**config.mk**
```make
export PLATFORM = sky130hd
export DESIGN_NAME = uart_rx_fifo
export DESIGN_NICKNAME = d
export VERILOG_FILES = /design/src/rtl/uart_pkg.sv /design/src/rtl/uart_rx_fifo_mem.sv /design/src/rtl/uart_rx_fifo.sv
export SDC_FILE = /design/constraint.sdc
export NUM_CORES = 1
export LEC_CHECK = 0
export BUFFER_PORTS_ARGS = -buffer_cell sky130_fd_sc_hd__buf_2
export CELL_PAD_IN_SITES_DETAIL_PLACEMENT = 2
export CELL_PAD_IN_SITES_GLOBAL_PLACEMENT = 2
export CORE_AREA = 3 3 130 132
export DETAILED_ROUTE_END_ITERATION = 6
export DIE_AREA = 0 0 133 135
export PLACE_DENSITY = 0.66
export SLEW_MARGIN = 40
export SYNTH_ARGS = -nofsm -noshare
export SYNTH_HDL_FRONTEND = slang
export SYNTH_SLANG_ARGS = --single-unit
```
**constraint.sdc**
```tcl
create_clock -name clk -period 4.4 [get_ports clk]
set_input_delay 0.88 -clock clk [delete_from_list [all_inputs] [get_ports clk]]
set_output_delay 0.88 -clock clk [all_outputs]
set_load 0.05 [all_outputs]
```
**src/rtl/uart_pkg.sv**
```systemverilog
// uart_pkg: constants and types shared by the UART receive-side buffer.
//   - Default FIFO geometry (depth as log2, data width).
//   - Ingress handshake state encoding.
//   - CPU port numbers: 32..34 are the existing UART data/ready/read ports,
//     35 and 36 expose the receive byte count and the sticky overrun flag.
package uart_pkg;

  localparam int UART_DEPTH_LOG2 = 4;
  localparam int UART_WIDTH      = 8;

  localparam logic [7:0] UART_PORT_DATA    = 8'd32;
  localparam logic [7:0] UART_PORT_READY   = 8'd33;
  localparam logic [7:0] UART_PORT_READ    = 8'd34;
  localparam logic [7:0] UART_PORT_COUNT   = 8'd35;
  localparam logic [7:0] UART_PORT_OVERRUN = 8'd36;

  typedef enum logic [0:0] {
    RX_IDLE = 1'b0,
    RX_ACK  = 1'b1
  } rx_state_e;

endpackage

```
**src/rtl/uart_rx_fifo_mem.sv**
```systemverilog
// uart_rx_fifo_mem: storage array for the receive FIFO.
// Ports:
//   clk, reset   - clock, synchronous active-low reset (read register only)
//   wr_en        - write wr_data into entry wr_addr at the clock edge
//   wr_addr      - write address
//   wr_data      - write data
//   rd_en        - load rd_data from entry rd_addr at the clock edge
//   rd_addr      - read address
//   rd_data      - registered read data (cleared by reset)
module uart_rx_fifo_mem
  import uart_pkg::*;
#(
  parameter int DEPTH_LOG2 = UART_DEPTH_LOG2,
  parameter int WIDTH      = UART_WIDTH
) (
  input  logic                  clk,
  input  logic                  reset,
  input  logic                  wr_en,
  input  logic [DEPTH_LOG2-1:0] wr_addr,
  input  logic [WIDTH-1:0]      wr_data,
  input  logic                  rd_en,
  input  logic [DEPTH_LOG2-1:0] rd_addr,
  output logic [WIDTH-1:0]      rd_data
);

  localparam int DEPTH = 1 << DEPTH_LOG2;

  logic [WIDTH-1:0] mem_r [DEPTH];
  logic [WIDTH-1:0] rd_data_r;

  // RAM array write port; contents are not reset (pointers define validity).
  always_ff @(posedge clk) begin
    if (wr_en) begin
      mem_r[wr_addr] <= wr_data;
    end
  end

  // Registered read port; a write to the same address returns the old word.
  always_ff @(posedge clk) begin
    if (!reset) begin
      rd_data_r <= '0;
    end else if (rd_en) begin
      rd_data_r <= mem_r[rd_addr];
    end
  end

  assign rd_data = rd_data_r;

endmodule

```
**src/rtl/uart_rx_fifo.sv**
```systemverilog
// uart_rx_fifo: receive-side byte buffer between the UART receiver and the
// housekeeping CPU read ports.
// Ports:
//   clk          - system clock
//   reset        - synchronous, active-low reset
//   rx_data      - byte from the receiver, valid while rx_ready=1
//   rx_ready     - receiver holds a byte
//   rx_read      - 4-phase acknowledge back to the receiver
//   cpu_data     - registered FIFO head byte
//   cpu_ready    - registered "FIFO not empty"
//   cpu_read     - CPU read request (level); a 0->1 edge pops one byte
//   count        - number of bytes queued, 0..2^DEPTH_LOG2
//   overrun      - sticky: a byte was dropped because the FIFO was full
//   overrun_clr  - one-cycle clear of overrun (a coincident drop wins)
module uart_rx_fifo
  import uart_pkg::*;
#(
  parameter int DEPTH_LOG2 = UART_DEPTH_LOG2,
  parameter int WIDTH      = UART_WIDTH
) (
  input  logic                  clk,
  input  logic                  reset,
  input  logic [WIDTH-1:0]      rx_data,
  input  logic                  rx_ready,
  output logic                  rx_read,
  output logic [WIDTH-1:0]      cpu_data,
  output logic                  cpu_ready,
  input  logic                  cpu_read,
  output logic [DEPTH_LOG2:0]   count,
  output logic                  overrun,
  input  logic                  overrun_clr
);

  localparam int CNT_W = DEPTH_LOG2 + 1;
  localparam int DEPTH = 1 << DEPTH_LOG2;
  localparam logic [CNT_W-1:0]      CNT_ZERO = CNT_W'(0);
  localparam logic [CNT_W-1:0]      CNT_ONE  = CNT_W'(1);
  localparam logic [CNT_W-1:0]      CNT_FULL = CNT_W'(DEPTH);
  localparam logic [DEPTH_LOG2-1:0] PTR_ONE  = DEPTH_LOG2'(1);

  rx_state_e             state_r, state_s;
  logic                  rx_read_r, rx_read_s;
  logic [DEPTH_LOG2-1:0] wr_ptr_r, rd_ptr_r;
  logic [CNT_W-1:0]      count_r, count_s;
  logic                  cpu_ready_r;
  logic                  overrun_r, overrun_s;
  logic                  cpu_read_d_r;

  logic                  rise_s;
  logic                  pop_s;
  logic                  push_s;
  logic                  drop_s;
  logic                  full_eff_s;
  logic [CNT_W-1:0]      count_after_pop_s;
  logic                  rd_en_s;

  // Pop qualification; fullness is judged after any pop in the same cycle so a
  // simultaneous pop makes room for the incoming byte.
  always_comb begin
    rise_s            = cpu_read & ~cpu_read_d_r;
    pop_s             = 1'b0;
    if (rise_s && (count_r != CNT_ZERO)) begin
      pop_s = 1'b1;
    end else begin
      pop_s = 1'b0;
    end
    count_after_pop_s = count_r - {{DEPTH_LOG2{1'b0}}, pop_s};
    full_eff_s        = (count_after_pop_s == CNT_FULL);
    rd_en_s           = (count_r != CNT_ZERO);
  end

  // Ingress handshake next-state: one write or drop per rx_ready assertion.
  always_comb begin
    state_s   = state_r;
    rx_read_s = rx_read_r;
    push_s    = 1'b0;
    drop_s    = 1'b0;
    case (state_r)
      RX_IDLE: begin
        if (rx_ready) begin
          state_s   = RX_ACK;
          rx_read_s = 1'b1;
          if (full_eff_s) begin
            drop_s = 1'b1;
          end else begin
            push_s = 1'b1;
          end
        end else begin
          state_s   = RX_IDLE;
          rx_read_s = 1'b0;
        end
      end
      RX_ACK: begin
        if (!rx_ready) begin
          state_s   = RX_IDLE;
          rx_read_s = 1'b0;
        end else begin
          state_s   = RX_ACK;
          rx_read_s = 1'b1;
        end
      end
      default: begin
        state_s   = RX_IDLE;
        rx_read_s = 1'b0;
      end
    endcase
  end

  // Occupancy and sticky-overrun next values.
  always_comb begin
    count_s = count_r;
    case ({push_s, pop_s})
      2'b10:   count_s = count_r + CNT_ONE;
      2'b01:   count_s = count_r - CNT_ONE;
      default: count_s = count_r;
    endcase
    overrun_s = overrun_r;
    if (drop_s) begin
      overrun_s = 1'b1;
    end else if (overrun_clr) begin
      overrun_s = 1'b0;
    end else begin
      overrun_s = overrun_r;
    end
  end

  // State, pointer, counter and flag registers.
  always_ff @(posedge clk) begin
    if (!reset) begin
      state_r      <= RX_IDLE;
      rx_read_r    <= 1'b0;
      wr_ptr_r     <= '0;
      rd_ptr_r     <= '0;
      count_r      <= CNT_ZERO;
      cpu_ready_r  <= 1'b0;
      overrun_r    <= 1'b0;
      // Start high so a cpu_read held across reset release is not an edge.
      cpu_read_d_r <= 1'b1;
    end else begin
      state_r      <= state_s;
      rx_read_r    <= rx_read_s;
      count_r      <= count_s;
      cpu_ready_r  <= (count_r != CNT_ZERO);
      overrun_r    <= overrun_s;
      cpu_read_d_r <= cpu_read;
      if (push_s) begin
        wr_ptr_r <= wr_ptr_r + PTR_ONE;
      end
      if (pop_s) begin
        rd_ptr_r <= rd_ptr_r + PTR_ONE;
      end
    end
  end

  uart_rx_fifo_mem #(
    .DEPTH_LOG2 (DEPTH_LOG2),
    .WIDTH      (WIDTH)
  ) u_mem (
    .clk     (clk),
    .reset   (reset),
    .wr_en   (push_s),
    .wr_addr (wr_ptr_r),
    .wr_data (rx_data),
    .rd_en   (rd_en_s),
    .rd_addr (rd_ptr_r),
    .rd_data (cpu_data)
  );

  assign rx_read   = rx_read_r;
  assign cpu_ready = cpu_ready_r;
  assign count     = count_r;
  assign overrun   = overrun_r;

endmodule

```
==> summary.txt <==
Status
  • Status: complete, no violations

Worst setup path
  • Worst R2R Path Depth: 13
  • Crit path required time: 4.77 ns
  • Critical Path Start Type: register
  • Critical path type: register to register
  • Origin of the worst setup path: count[4]
  • Crit-path max FO: 10
  • RR Endpoint: count[4]
  • Worst EP arrival: 4.29 ns
  • Critical path endpoint category: register
  • Reg2reg start: count[4]
  • R2r setup slk: between 0.4 and 0.5 ns

Route
  • Total number of vias: about 3400
  • DRC: 0
  • Antenna viol nets, final: 0
  • DRT Wirelength: between 15000 and 20000 µm
  • Vias/cell: about 5.3
  • Pre-Repair DR Iteration Count: 4
  • Initial drt markers: about 260
  • Routed len/inst: 25.2 µm

STA
  • Hold_ws: roughly 0.47 ns
  • Final setup fails: 0
  • Fin Setup TNS: 0 ns
  • Clk_skew: ~0.0091 ns
  • RSZ-0062 raised after global routing: false
  • Rel. slew slack: ~51%
  • Fmax: roughly 260 MHz
  • Worst slew pin tran: 0.731 ns
  • Crit path time final: ~3.9 ns
  • Fin. max-slew vios: 0
  • Period utilization: 89.1%
  • Fin. Hold Viols: 0

Synth
  • Mapped Area: about 0.0063 mm²
  • Area share of xor/xnor cells in the synthesized design: roughly 1.1%
  • Synth warn: 0
  • Syn avg cell area: between 15 and 20 µm²
  • Compound-Gate Fraction of Synth Area: under 10%
  • Register area share after synthesis: ~69%
  • Synth Area in Adders: roughly 2%
  • Mux contribution to synthesized area: between 10% and 20%
  • Unique masters post-synth: 48
  • Main combinational cell family by area after synthesis: multiplexers
  • Async SR Flop Fraction: 0%
  • Synth Instances: 358
  • Dominant synthesized flop cell: edfxtp_1
  • Synth Register Bits: between 150 and 200
  • Synth Area in Simple Gates: 5.42%
  • Post-synth net total: ~380
  • EDFF count, synth: between 100 and 150

Clock tree
  • Clk slew on worst S/H paths: 0.06 ns
  • H-tree depth: 4
  • Clk_lat worst skew: 0.43 ns
  • CTS resizes: 0
  • CTS tree: yes
  • Clk root buf: clkbuf_16
  • Post-CTS Setup Inserts: 0
  • CTS Hold Bufs: 0
  • Clock sinks: between 150 and 200
  • Num CTS Buffers: 17
  • Clock buffer depth: 2

Floorplan
  • IO Pins: 29
  • Row cnt: between 40 and 50
  • Total die area: about 0.018 mm²
  • Chip width: 133 µm
  • Placeable Area: 0.0158 mm²
  • Die H: ~140 µm
  • Initial core utilization: approximately 40%

GRT
  • Initial antenna violation count: 0
  • First-pass GRT wire length: around 25000 µm
  • Grt total ovfl: 0
  • Largest net degree at the start of global routing: 33
  • Vias in the first global route: about 3700
  • GRT Overall Usage: 19.1%

Layout
  • Final nets: ~430
  • P&R area growth vs syn: 17.1%
  • Antenna diodes: 0
  • Fraction of layout cells with a size suffix above 1: 29.1%

Pwr
  • Pwr per Cell Area: between 400 and 500 mW/mm²
  • Leak Pwr: between 2 and 2.5 nW
  • Maximum VDD drop: about 0.42 mV

Placement
  • Port Buf Inserts: 28
  • Dpl hpwl: slightly above 10000 µm
  • GPL Wtd Cong: between 0.7 and 0.8

Hold path
  • WHS Path Cells: 1
  • Hold Path Class: register to register
  • Hold Crit Start: u_mem.rd_data[2]
  • WHS Endpoint: u_mem.rd_data[2]

Run
  • Max cap viols: 0
-- routing by layer --
layer	GRT usage, %	up-vias	part of all wire [%]
met5	0	-	0
met4	6.12	0	1.9
met3	4.84	24	3.5
met2	31.7	58	50
met1	24.9	1783	44
li1	-	1508	-
-- logic make-up (layout without fill, tap and decap cells) --
family,after synthesis,after routing
AOI/OAI and AO/OA,41,41
xor gates and xnor gates,8,8
adders and majority gates,10,10
DFF,153,153
muxes,51,51
and+or+nand+nor,65,65
buffers and inverters,30,91
-- cells in the final DEF, fill, tap and decap left out, types with 8 or more instances in the layout --
cell type | netlist | final
ha_1 | 10 | 10
buf_2 | 3 | 28
inv_1 | 9 | 9
a21oi_1 | 8 | 8
mux2i_1 | 18 | 18
dfxtp_1 | 25 | 24
mux4_2 | 31 | 31
nor2_1 | 24 | 24
clkbuf_16 | 0 | 17
buf_4 | 3 | 22
edfxtp_1 | 128 | 128
-- critical path: stages (launching register included) --
cell and delay [ns]:
dfxtp_1 0.40, or4_4 0.67, o21ai_4 0.24, inv_1 0.12, ha_1 0.28, nand4bb_1 0.13
o21ba_2 0.31, inv_1 0.11, ha_1 0.37, ha_1 0.26, or4b_2 0.60, a21oi_1 0.17
a41oi_1 0.07, nand3_1 0.13
-- where the power goes --
part	total (mW)	internal (mW)	switching, mW
clock network	1.53	0.942	0.587
registers	1.63	1.60	0.0242
logic	0.274	0.0789	0.195
-- per-stage QoR --
| stage | area [µm²] | setup slack, ns | util, % | power, mW | instances |
|---|---|---|---|---|---|
| 2_1_floorplan | 6250 | 0.496 | - | 1.85 | 358 |
| 3_3_place_gp | 6720 | 0.673 | 42.4 | 1.92 | 603 |
| 5_1_grt | 7330 | 0.203 | 46.3 | 3.54 | 635 |
| 4_1_cts | 7330 | 0.461 | 46.3 | 3.47 | 635 |
| 3_5_place_dp | 6720 | 0.525 | 42.4 | 1.94 | 603 |
| 6_report | 7330 | 0.479 | 46.3 | 3.43 | 635 |
-- layout make-up --
type | instances | area [µm²]
Inverter | 9 | 33.8
Tap cell | 216 | 270
Multi-Input combinational cell | 175 | 1760
Clock inverter | 14 | 180
Clock buffer | 18 | 429
Sequential cell | 153 | 4350
Fill cell | 1489 | 8500
Timing Repair Buffer | 50 | 305
-- sequential cells by signal, summed over array words and instances (netlist names) --
name,cells
u_mem.mem_r,128
u_mem.rd_data,8
count,5
rd_ptr_r,4
wr_ptr_r,4
cpu_read_d_r,1
cpu_ready,1
overrun,1
rx_read,1
-- synth_stat cells, types with 5 or more instances --
| master | n | area (µm²) |
|---|---|---|
| a21oi_1 | 8 | 40.0 |
| a31o_1 | 7 | 61.3 |
| clkbuf_1 | 8 | 30.0 |
| dfxtp_1 | 25 | 500 |
| edfxtp_1 | 128 | 3840 |
| ha_1 | 10 | 125 |
| inv_1 | 9 | 33.8 |
| mux2i_1 | 18 | 180 |
| mux4_2 | 31 | 698 |
| nand2_1 | 6 | 22.5 |
| nand2b_1 | 7 | 43.8 |
| nand3_1 | 6 | 30.0 |
| nor2_1 | 24 | 90.1 |
| nor3_1 | 5 | 25.0 |
| o22ai_1 | 7 | 43.8 |
| xor2_1 | 7 | 61.3 |
-- worst max path at each step --
stage | to | slack, ns | cells past startpoint
floorplan | count[2] | 0.50 | 18
global placement | count[4] | 0.67 | 14
detailed placement | count[4] | 0.53 | 13
CTS | count[4] | 0.46 | 13
global route | count[4] | 0.20 | 13
finish | count[4] | 0.48 | 13
(Power assumes the default switching activity.)
